--- config.mk ---
export PLATFORM = sky130hd
export DESIGN_NAME = mem_arbiter
export DESIGN_NICKNAME = d
export VERILOG_FILES = /design/src/rtl/mem_arbiter.sv
export SDC_FILE = /design/constraint.sdc
export NUM_CORES = 1
export LEC_CHECK = 0
export ABC_AREA = 1
export BUFFER_PORTS_ARGS = -buffer_cell sky130_fd_sc_hd__buf_2
export CAP_MARGIN = 30
export CORE_MARGIN = 2
export CORE_UTILIZATION = 40
export CTS_BUF_LIST = sky130_fd_sc_hd__clkbuf_2
export CTS_CLUSTER_DIAMETER = 200
export DETAILED_ROUTE_END_ITERATION = 7
export HOLD_SLACK_MARGIN = 0.02
export PLACE_DENSITY = 0.69
export SETUP_SLACK_MARGIN = 0.1
export SLEW_MARGIN = 20
export SYNTH_ARGS = -nofsm -noshare
export SYNTH_HDL_FRONTEND = slang
export SYNTH_SLANG_ARGS = --single-unit
--- constraint.sdc ---
create_clock -name clk -period 11.9 [get_ports clk]
set_input_delay 1.19 -clock clk [delete_from_list [all_inputs] [get_ports clk]]
set_output_delay 1.19 -clock clk [all_outputs]
set_load 0.05 [all_outputs]
--- src/rtl/mem_arbiter.sv ---
// Arbiter sharing one single-port, fixed-latency memory between the fetch (I) and data (D) ports.
// D has fixed priority; I is forced after STARVE_MAX consecutive D grants made while I waits.
module mem_arbiter #(
  parameter int AW         = 32,
  parameter int DW         = 32,
  parameter int MEM_LAT    = 2,
  parameter int STARVE_MAX = 4
) (
  input  logic          clk,
  input  logic          rst,
  input  logic          i_req,
  input  logic [AW-1:0] i_addr,
  output logic [DW-1:0] i_rdata,
  output logic          i_ack,
  input  logic          d_req,
  input  logic          d_we,
  input  logic [AW-1:0] d_addr,
  input  logic [DW-1:0] d_wdata,
  output logic [DW-1:0] d_rdata,
  output logic          d_ack,
  output logic          mem_en,
  output logic          mem_we,
  output logic [AW-1:0] mem_addr,
  output logic [DW-1:0] mem_wdata,
  input  logic [DW-1:0] mem_rdata
);

  typedef enum logic [1:0] {IDLE, ISSUE, WAIT, RESP} state_t;

  localparam logic [3:0] LAT_M1     = 4'(MEM_LAT - 1);
  localparam logic [3:0] STARVE_LIM = 4'(STARVE_MAX);

  state_t     state;
  logic       owner_d;
  logic [3:0] cnt;
  logic [3:0] starve;
  logic       grant_d;

  // D wins unless I has already been passed over STARVE_MAX times while waiting.
  assign grant_d = d_req && !(i_req && (starve == STARVE_LIM));

  // NOTE: every register below is assigned with <= so all updates in a cycle see pre-edge values.
  always_ff @(posedge clk or posedge rst) begin
    if (rst) begin
      state     <= IDLE;
      owner_d   <= 1'b0;
      cnt       <= '0;
      starve    <= '0;
      i_rdata   <= '0;
      i_ack     <= 1'b0;
      d_rdata   <= '0;
      d_ack     <= 1'b0;
      mem_en    <= 1'b0;
      mem_we    <= 1'b0;
      mem_addr  <= '0;
      mem_wdata <= '0;
    end else begin
      i_ack <= 1'b0;
      d_ack <= 1'b0;
      case (state)
        IDLE: begin
          if (d_req || i_req) begin
            owner_d <= grant_d;
            mem_en  <= 1'b1;
            state   <= ISSUE;
            if (grant_d) begin
              mem_addr  <= d_addr;
              mem_we    <= d_we;
              mem_wdata <= d_wdata;
              if (i_req && (starve < STARVE_LIM)) starve <= starve + 4'd1;
            end else begin
              mem_addr  <= i_addr;
              mem_we    <= 1'b0;
              mem_wdata <= '0;
              starve    <= '0;
            end
          end
        end
        ISSUE: begin
          mem_en <= 1'b0;
          cnt    <= LAT_M1;
          state  <= WAIT;
        end
        WAIT: begin
          if (cnt == 4'd0) begin
            // Stores leave the owner's rdata untouched; only loads capture memory data.
            if (!mem_we) begin
              if (owner_d) d_rdata <= mem_rdata;
              else         i_rdata <= mem_rdata;
            end
            if (owner_d) d_ack <= 1'b1;
            else         i_ack <= 1'b1;
            state <= RESP;
          end else begin
            cnt <= cnt - 4'd1;
          end
        end
        RESP: state <= IDLE;
        default: state <= IDLE;
      endcase
    end
  end

endmodule
# After elaboration in Yosys (flattened, before gate mapping)
# Index checks and enable logic that the tools add are counted.
# totals
ff_bits,143
inputBits,133
output_inout_bits,132
word_cells,59
# op_classes
add_sub_neg,2
magnitude_cmp,1
eq_ne,8
muxes,18
bitwise,2
n_reduce_logical,16
# ops
cell,n
$mux 32,2
$mux 4,3
$mux 1,8
$pmux 2 s4,1
$pmux 4 s2,1
$reduce_and 2->1,4
$reduce_and 4->1,2
$ne 2x2->1 const B,3
$add 4x1->4 const B,1
$eq 2x2->1 const B,2
$eq 4x3->1 const B,1
$logic_not 4->1,1
$lt 4x3->1 const B,1
$mux 2,2
$reduce_bool 2->1,2
$sub 4x1->4 const B,1
$logic_and 1x1->1,3
$reduce_and 3->1,1
$eq 2x1->1 const B,1
$logic_not 2->1,1
$ne 2x1->1 const B,1
$not 1->1,2
$pmux 1 s2,1
$logic_not 1->1,1
$logic_or 1x1->1,1

# Longest topological paths before layout
# Gate-level depths: netlist of the first run.
# depth
ltp_word,6
depth_mapped,10
mapped_depth_nobuf,9

# Worst setup path after synthesis of the first run
# No wires, ideal clock.
# synth_path
kind,input-to-reg
from,in d_req
to,reg mem_wdata[0]
setup_ns,0.118
arrival_ns,1.934
required_ns,11.782
setup_slack_ns,9.848
path_stages,8
path_cell_list,buf_4 -> nor2_4 -> nor2_4 -> inv_2 -> buf_6 -> buf_6 -> nand2_1 -> nand2_1
# synth_via
elab_chain_len,2
# synth_rtl
element,line,source
"start, declared",15,"input logic d_req,"
$logic_and 1x1->1 / $logic_or 1x1->1 (equally long branches),"40, 62",
$mux 32 / $reduce_and 2->1 (equally long branches),--,
"end signal, assigned",69,mem_wdata <= d_wdata;
"end, declared",24,"output logic [DW-1:0] mem_wdata,"
# Several ways; a longest one is shown, not always the timed one.
# A chain may end at the register's enable or synchronous reset.

# Worst setup path in the final report of the first run
# layout_path
from,in d_req
to,reg mem_wdata[5]
# Same word-level chain as after synthesis.

==> results.md, run 1 <==
- Outcome: finished clean
- Mapped Cells: 746
- Tmin final: between 2000 and 3000 ps
- Largest family of logic cells by synthesized area: simple AND/OR/NAND/NOR gates
- Critical Path Max Stage Delay: between 600 and 700 ps
- CTS clk-pin slew, worst paths: 200 ps
- Max_slew headroom: roughly 49%
- Initial DRC count: 295
- Mapped Area: 6309 µm²
- CP Launch Type: primary input
- Slew Viols, Final: 0
- Max-cap violations: 0
- P_int: about 1.1 mW
- CTS resizes: 0
- CP delay by family, top: buffers and inverters
- Finished Layout Cells: around 1200
- Yosys cell types: 24
- Period utilisation layout: a little under a quarter
- Total track usage: roughly 19%
- Seq/Total Area, Yosys: 56.72%
- Core Footprint: roughly 15000 µm²
- Clk_skew: 35.86 ps
- Syn nets: 886
- Clock Sinks: ~140
- Slew @ Worst Pin: a little under 800 ps
- Starting Density: roughly 41%
- Largest net degree at the start of global routing: 87
- Buffers & Inverters on Critical Path: 3
- GR peak layer: met2
- Die Width: approximately 130 µm
- Inst Count DP: 1188
- Cell taking the most area after synthesis: dfrtp_1
- Antenna violations before repair: 1
- Met3 Usage GRT: ~5.6%
- Proportion of layout cells with a drive suffix above 1: 30.92%
- # fillers: about 1500
- Router iterations before antenna repair: 7
- WP data required: 12490 ps
- Cts hold-fix bufs: 0
- DRT Wirelength: roughly 15000 µm
- Multiplexer area fraction after synthesis: 0%
- Reg2reg setup slack: between 9000 and 10000 ps
- Commonest cells after routing, fill and taps aside: 284 x nand2_1, 264 x buf_2, 143 x dfrtp_1
- Clock Tree Buf Depth: 2
- Max Clk Rate: between 300 and 400 MHz
- Seq cells post-synth: approximately 140
- Mapped Avg Cell Area: about 8.5 µm²
- Final nets: 1136
- Worst Hold End: mem_wdata[30]
- PD cells: 327.2 nW/µm²
- Reg-to-reg endpoint: mem_wdata[5]
- Vias in the first global route: roughly 5100
- Most common cell after layout, fill and taps aside: nand2_1
- Simple-gate area share of the yosys netlist: 25.07%
- Slowest-stage cell, CP: nor2_4
- Post-synthesis xor/xnor area fraction: less than 1%
- Clk pwr share: a little over a tenth
- I/O Buffers: between 200 and 300
- Synth warn: 0
- CP max FO: 43
- Htree depth: 4
- Hold Vio Cnt, Final: 0
- Clk Latency, worst-skew pair: just under 700 ps
- Switching power total: between 1 and 1.5 mW
- First-pass GRT wire length: between 20000 and 25000 µm
- Dominant cells by area after synthesis: dfrtp_1 57%, nand2_1 17%, inv_1 6.7%
- Hold Startpoint: mem_wdata[30]
- Met1 global-route usage: ~25%
- Reg-to-Reg Start: state[0]
- CTS Buf Count: 17
- Avg Vias per Cell: around 4.4
- Top cell type's share of synthesized area: between 50% and 60%
- Routed len/inst: ~13 µm
- FF-to-FF path depth: 8
- Gpl congestion: roughly 0.8
- Sw frac: between 50% and 60%
- Comb power frac: between 50% and 60%
- Die area: between 15000 and 20000 µm²
- DRC viols: 0
- CTS Root Buffer Type: clkbuf_2
- Die height: 129.6 µm
- Post-CTS setup repair buffer count: 0
- DRT antenna net count: 0
- Lkg Pwr: around 4.8 nW
- WS Path Type: in2reg
- Io pins: between 200 and 300
- TritonCTS clock tree: yes
- Hold WC Path Type: reg2reg
- Via count: around 5400
- Crit path cell chain: buf_2 > nor2_4 > nor2_4 > inv_2 > buf_12 > nand2_1 > nand2_1
- Setup-failing EPs final: 0
- Area Overhead vs Synth: 25.43%
- Arrival @ worst endpoint: between 3000 and 4000 ps
- Worst Setup End Kind: flop
- Final HPWL DP: 11070 µm
- WHS Path Cells: 2
- RSZ-0062 raised after global routing: no
- GR Util met2: roughly 29%
- Fin Setup TNS: 0 ps
- Reg power frac: between 30% and 40%
- GR Overflow Total: 0
- Total power draw: ~2.6 mW
- Peak VDD IR: around 0.18 mV
- Synth Area in Adders: under 10%
- Rows: 45
- Compound-cell area share of the yosys netlist: under 10%
==> stage by stage <==
step	setup WS [ps]	cell area (µm²)	hold slack, ps	utilization, %
floorplan	6872	6309	443.9	-
global placement	8339	7645	457.0	49.92
detailed placement	8467	7665	459.4	50.05
CTS	9171	7908	502.8	51.63
global route	9060	7913	528.8	51.67
finish	9206	7913	499.3	51.67
==> logic make-up (layout without fill, tap and decap cells) <==
group	after synthesis	in the layout
flip-flops	143	143
AND/OR/NAND/NOR	374	374
adder cells (fa/ha/maj)	7	7
buffers and inverters	150	413
other	0	2
XOR/XNOR	1	1
AO/OA/AOI/OAI	71	71
==> worst min-delay path, stage by stage, from the launching register on <==
cell and delay, ps:
dfrtp_1 380, nand2_1 50, nand2_1 50
==> sequential cells by signal (all words and copies together), names as in the netlist <==
signal     cells
mem_we         1
mem_wdata     32
d_rdata       32
i_rdata       32
d_ack          1
state          2
starve         4
owner_d        1
cnt            4
mem_en         1
mem_addr      32
i_ack          1
==> cell usage after synthesis <==
master and instances:
buf_1 2, o21ai_0 48, ha_1 7, buf_4 1, inv_1 112, nand2_4 4
buf_2 15, and3b_1 1, clkbuf_2 2, o22ai_1 1, nand4_1 1, nand3_1 70
dfrtp_1 143, buf_6 14, nor2_4 4, o21ai_1 21, a21boi_0 1, nor2_1 8
nand2_1 284, nand3_2 1, xor2_1 1, nor2_8 1, inv_2 3, clkbuf_1 1
==> how the worst max path moves through the flow <==
stage | from | endpoint | slack, ps | depth (start not counted)
2_1_floorplan | rst | cnt[0] | 6870 | 1
3_3_place_gp | d_req | owner_d | 8340 | 6
3_5_place_dp | d_req | owner_d | 8470 | 7
4_1_cts | mem_we | mem_we | 9170 | 1
5_1_grt | d_req | mem_wdata[30] | 9060 | 7
6_report | d_req | mem_wdata[5] | 9210 | 7
==> routing by layer <==
layer	share of wire [%]	vias up
met5	0	-
met4	1.1	0
met3	8.4	9
met2	46	227
met1	44	2428
li1	-	2771
==> power by group through the flow <==
| stage | Combinational [mW] | Clock [mW] | Sequential (mW) |
|---|---|---|---|
| 6_report | 1.47 | 0.286 | 0.834 |
| 5_1_grt | 1.58 | 0.321 | 0.862 |
| 4_1_cts | 1.48 | 0.299 | 0.833 |
| 3_5_place_dp | 1.49 | 0 | 0.840 |
| 3_3_place_gp | 1.46 | 0 | 0.841 |
| 2_1_floorplan | 0.386 | 0 | 1.60 |
==> layout make-up <==
class	count	area (µm²)	area share, %
Antenna cell	2	5.005	0.06325
Sequential cell	143	3578	45.22
Clock buffer	17	85.08	1.075
Clock inverter	15	157.7	1.992
Inverter	115	436.7	5.519
Timing Repair Buffer	266	1349	17.05
Multi-Input combinational cell	453	2037	25.74
Tap cell	211	264.0	3.336
Note: power is estimated with default switching activity, not from simulation.
==> run 2, diff against run 1 <==
Settings changed: PLACE_DENSITY 0.69 to 0.71.
Clock period 11.9 ns to 2.32 ns, I/O delays scaled along.
==> run 2 against run 1 <==
  * Clock power rose to 5.0 times the previous value
  * Global-route usage rose by 4.0 points
  * Die area did not move
  * Core utilization rose by 9.9 points
  * Worst hold slack got worse by 250 ps
  * Register-to-register slack got worse by 9200 ps
  * Routed wire length rose by 23%
  * Sequential share of layout area fell by 7.2 points
  * Sequential power rose to 5.2 times the previous value
  * Highest routed layer unchanged
  * Clock skew fell by 7.4 ps
  * Largest cell class unchanged
  * Cell count rose by 12%
==> results.md, run 2 (synthesis results as in run 1) <==
- Outcome: finished clean
- Total track usage: 22.53% (+4.0 points)
- RSZ-0062 raised after global routing: no
- Worst Setup End Kind: flop
- CTS Root Buffer Type: clkbuf_2
- PD cells: 1465 nW/µm² (+350%)
- Final HPWL DP: 11070 µm (about the same)
- Max_slew headroom: 48.87% (+0.22 points)
- Post-place instance area: 7729 µm² (+0.83%)
- Post-CTS setup repair buffer count: 0 (unchanged)
- Initial DRC count: 333 (+13%)
- CTS clk-pin slew, worst paths: 240 ps (+40 ps)
- Hold WC Path Type: in2async
- Switching power total: 7.732 mW (+430%)
- Utilization after layout: 61.53% (+9.9 points)
- Vias in the first global route: 6090 (+19%)
- Clock Sinks: 143 (unchanged)
- TritonCTS clock tree: yes
- Clock Tree Buf Depth: 2 (unchanged)
- Reg power frac: 31.3% (-0.9 points)
- Peak VDD IR: 0.8273 mV (+370%)
- Die Width: 129.6 µm (unchanged)
- Clk_skew: 28.50 ps (-7.353 ps)
- CP max FO: 33 (-23%)
- Sw frac: 56.00% (-0.27 points)
- Clk pwr share: 10.3% (-0.7 points)
- Via count: 6259 (+15%)
- DRT antenna net count: 0 (unchanged)
- Router iterations before antenna repair: 5 (-2)
- Routed len/inst: 13.84 µm (+10%)
- Max-cap violations: 0 (unchanged)
- Final nets: 1286 (+13%)
- Antenna violations before repair: 1 (unchanged)
- WS Path Type: reg2reg
- Gpl congestion: 0.7934 (-1.9%)
- CP Launch Type: flop
- Slew @ Worst Pin: 767.0 ps (-1.499 ps)
- Hold Vio Cnt, Final: 0 (unchanged)
- Lkg Pwr: 5.370 nW (+11%)
- Largest net degree at the start of global routing: 144 (+66%)
- Critical Path Max Stage Delay: 560 ps (-50 ps)
- Proportion of layout cells with a drive suffix above 1: 27.52% (-3.4 points)
- Io pins: 265 (unchanged)
- P_int: 6.074 mW (+440%)
- Most common cell after layout, fill and taps aside: nand2_1
- Setup-failing EPs final: 0 (unchanged)
- Design Area, Final: 9423 µm² (+19%)
- Clk Latency, worst-skew pair: 700 ps (about the same)
- Max Clk Rate: ~480 MHz
- CTS Buf Count: 17 (unchanged)
- PnR worst setup slack: 218.1 ps (-8988 ps)
- Rows: 45 (unchanged)
- Comb power frac: 58.4% (+1.6 points)
- WP data required: 2940 ps (-9550 ps)
- Starting Density: 41.19% (unchanged)
- DRT Wirelength: 18970 µm (+23%)
- GR Overflow Total: 0 (unchanged)
- DRC viols: 0 (unchanged)
- Dpl ws: 530.4 ps (-7937 ps)
- Die height: 129.6 µm (unchanged)
- Tmin final: 2102 ps
- First-pass GRT wire length: 29440 µm (+20%)
- Htree depth: 4 (unchanged)
- Arrival @ worst endpoint: 2720 ps (-560 ps)
- Core Footprint: 15310 µm² (unchanged)
- Total power draw: 13.81 mW (+430%)
- Period utilisation layout: between 90% and 100%
- Commonest cells after routing, fill and taps aside: 284 x nand2_1, 264 x buf_2, 143 x dfrtp_1, 143 x dlygate4sd3_1, 111 x inv_1
- Crit path cell chain: inv_1 > ha_1 > nand2_1 > inv_1 > nand2_4 > buf_6 > nand3_1 > nand3_1 > dlygate4sd3_1 > nand2_1
- Slowest-stage cell, CP: dlygate4sd3_1
- Avg Vias per Cell: 4.565 (+2.6%)
- Fin Setup TNS: 0 ps (unchanged)
- I/O Buffers: 264 (unchanged)
- Die area: 16790 µm² (unchanged)
- Area Overhead vs Synth: 49.37%
- Slew Viols, Final: 0 (unchanged)
-- run 2: area by class of cell --
type | instances | area [µm²]
clock buffers | 17 | 85.08
fillers | 1238 | 5892
well taps | 211 | 264.0
clock inverters | 15 | 151.4
flip-flops and latches | 143 | 3578
repair buffers | 416 | 2869
multi-input cells | 453 | 2037
inverters | 115 | 435.4
diodes | 1 | 2.502
-- run 2: final timing paths --
check                        startpoint            end  slack (ps)  cells after the start
max reg2reg                   starve[0]   mem_addr[14]         220                     10
min reg2reg                mem_wdata[1]   mem_wdata[1]         500                      2
max                           starve[0]   mem_addr[14]         220                     10
min in group clk            d_wdata[29]  mem_wdata[29]         250                      4
max in group asynchronous           rst      starve[0]        1460                      4
min                                 rst   mem_wdata[0]         250                      4
-- run 2: worst max-delay path: cells and delay by family, from the launching register on --
kind	cells	cell delay [ps]
adders and majority gates	1	200
DFF	1	460
and+or+nand+nor	5	460
buffers and inverters	4	930
-- run 2: metal layers --
layer / track usage [%] / part of all wire [%] / wire length [µm] / vias up
met5: 0 / 0 / 0 / -
met2: 38.37 / 48 / 9191 / 287
met1: 26.23 / 40 / 7600 / 2857
met4: 10.44 / 2.9 / 550 / 0
met3: 6.606 / 8.6 / 1631 / 39
li1: - / - / - / 3076
-- run 2: power groups by stage --
stage                     clock (mW)  sequential [mW]  combinational (mW)
after floorplan                    0             8.19                1.98
after global placement             0             4.33                7.57
after detailed placement           0             4.34                7.67
after CTS                       1.50             4.30                8.02
after global routing            1.60             4.47                8.63
final                           1.42             4.32                8.06
-- run 2: through the flow --
stage                     cells  hold WS [ps]
after global placement     1195         427.4
after detailed placement   1195         427.5
after CTS                  1370         144.4
after global routing       1371         161.7
final                      1371         248.8
after floorplan             746         341.6
-- run 2: timing repair --
item,4_1_cts,5_1_grt
gates resized for setup,0,6
hold endpoints to repair,279,0
endpoints found under the setup margin,0,27
hold buffers,143,0
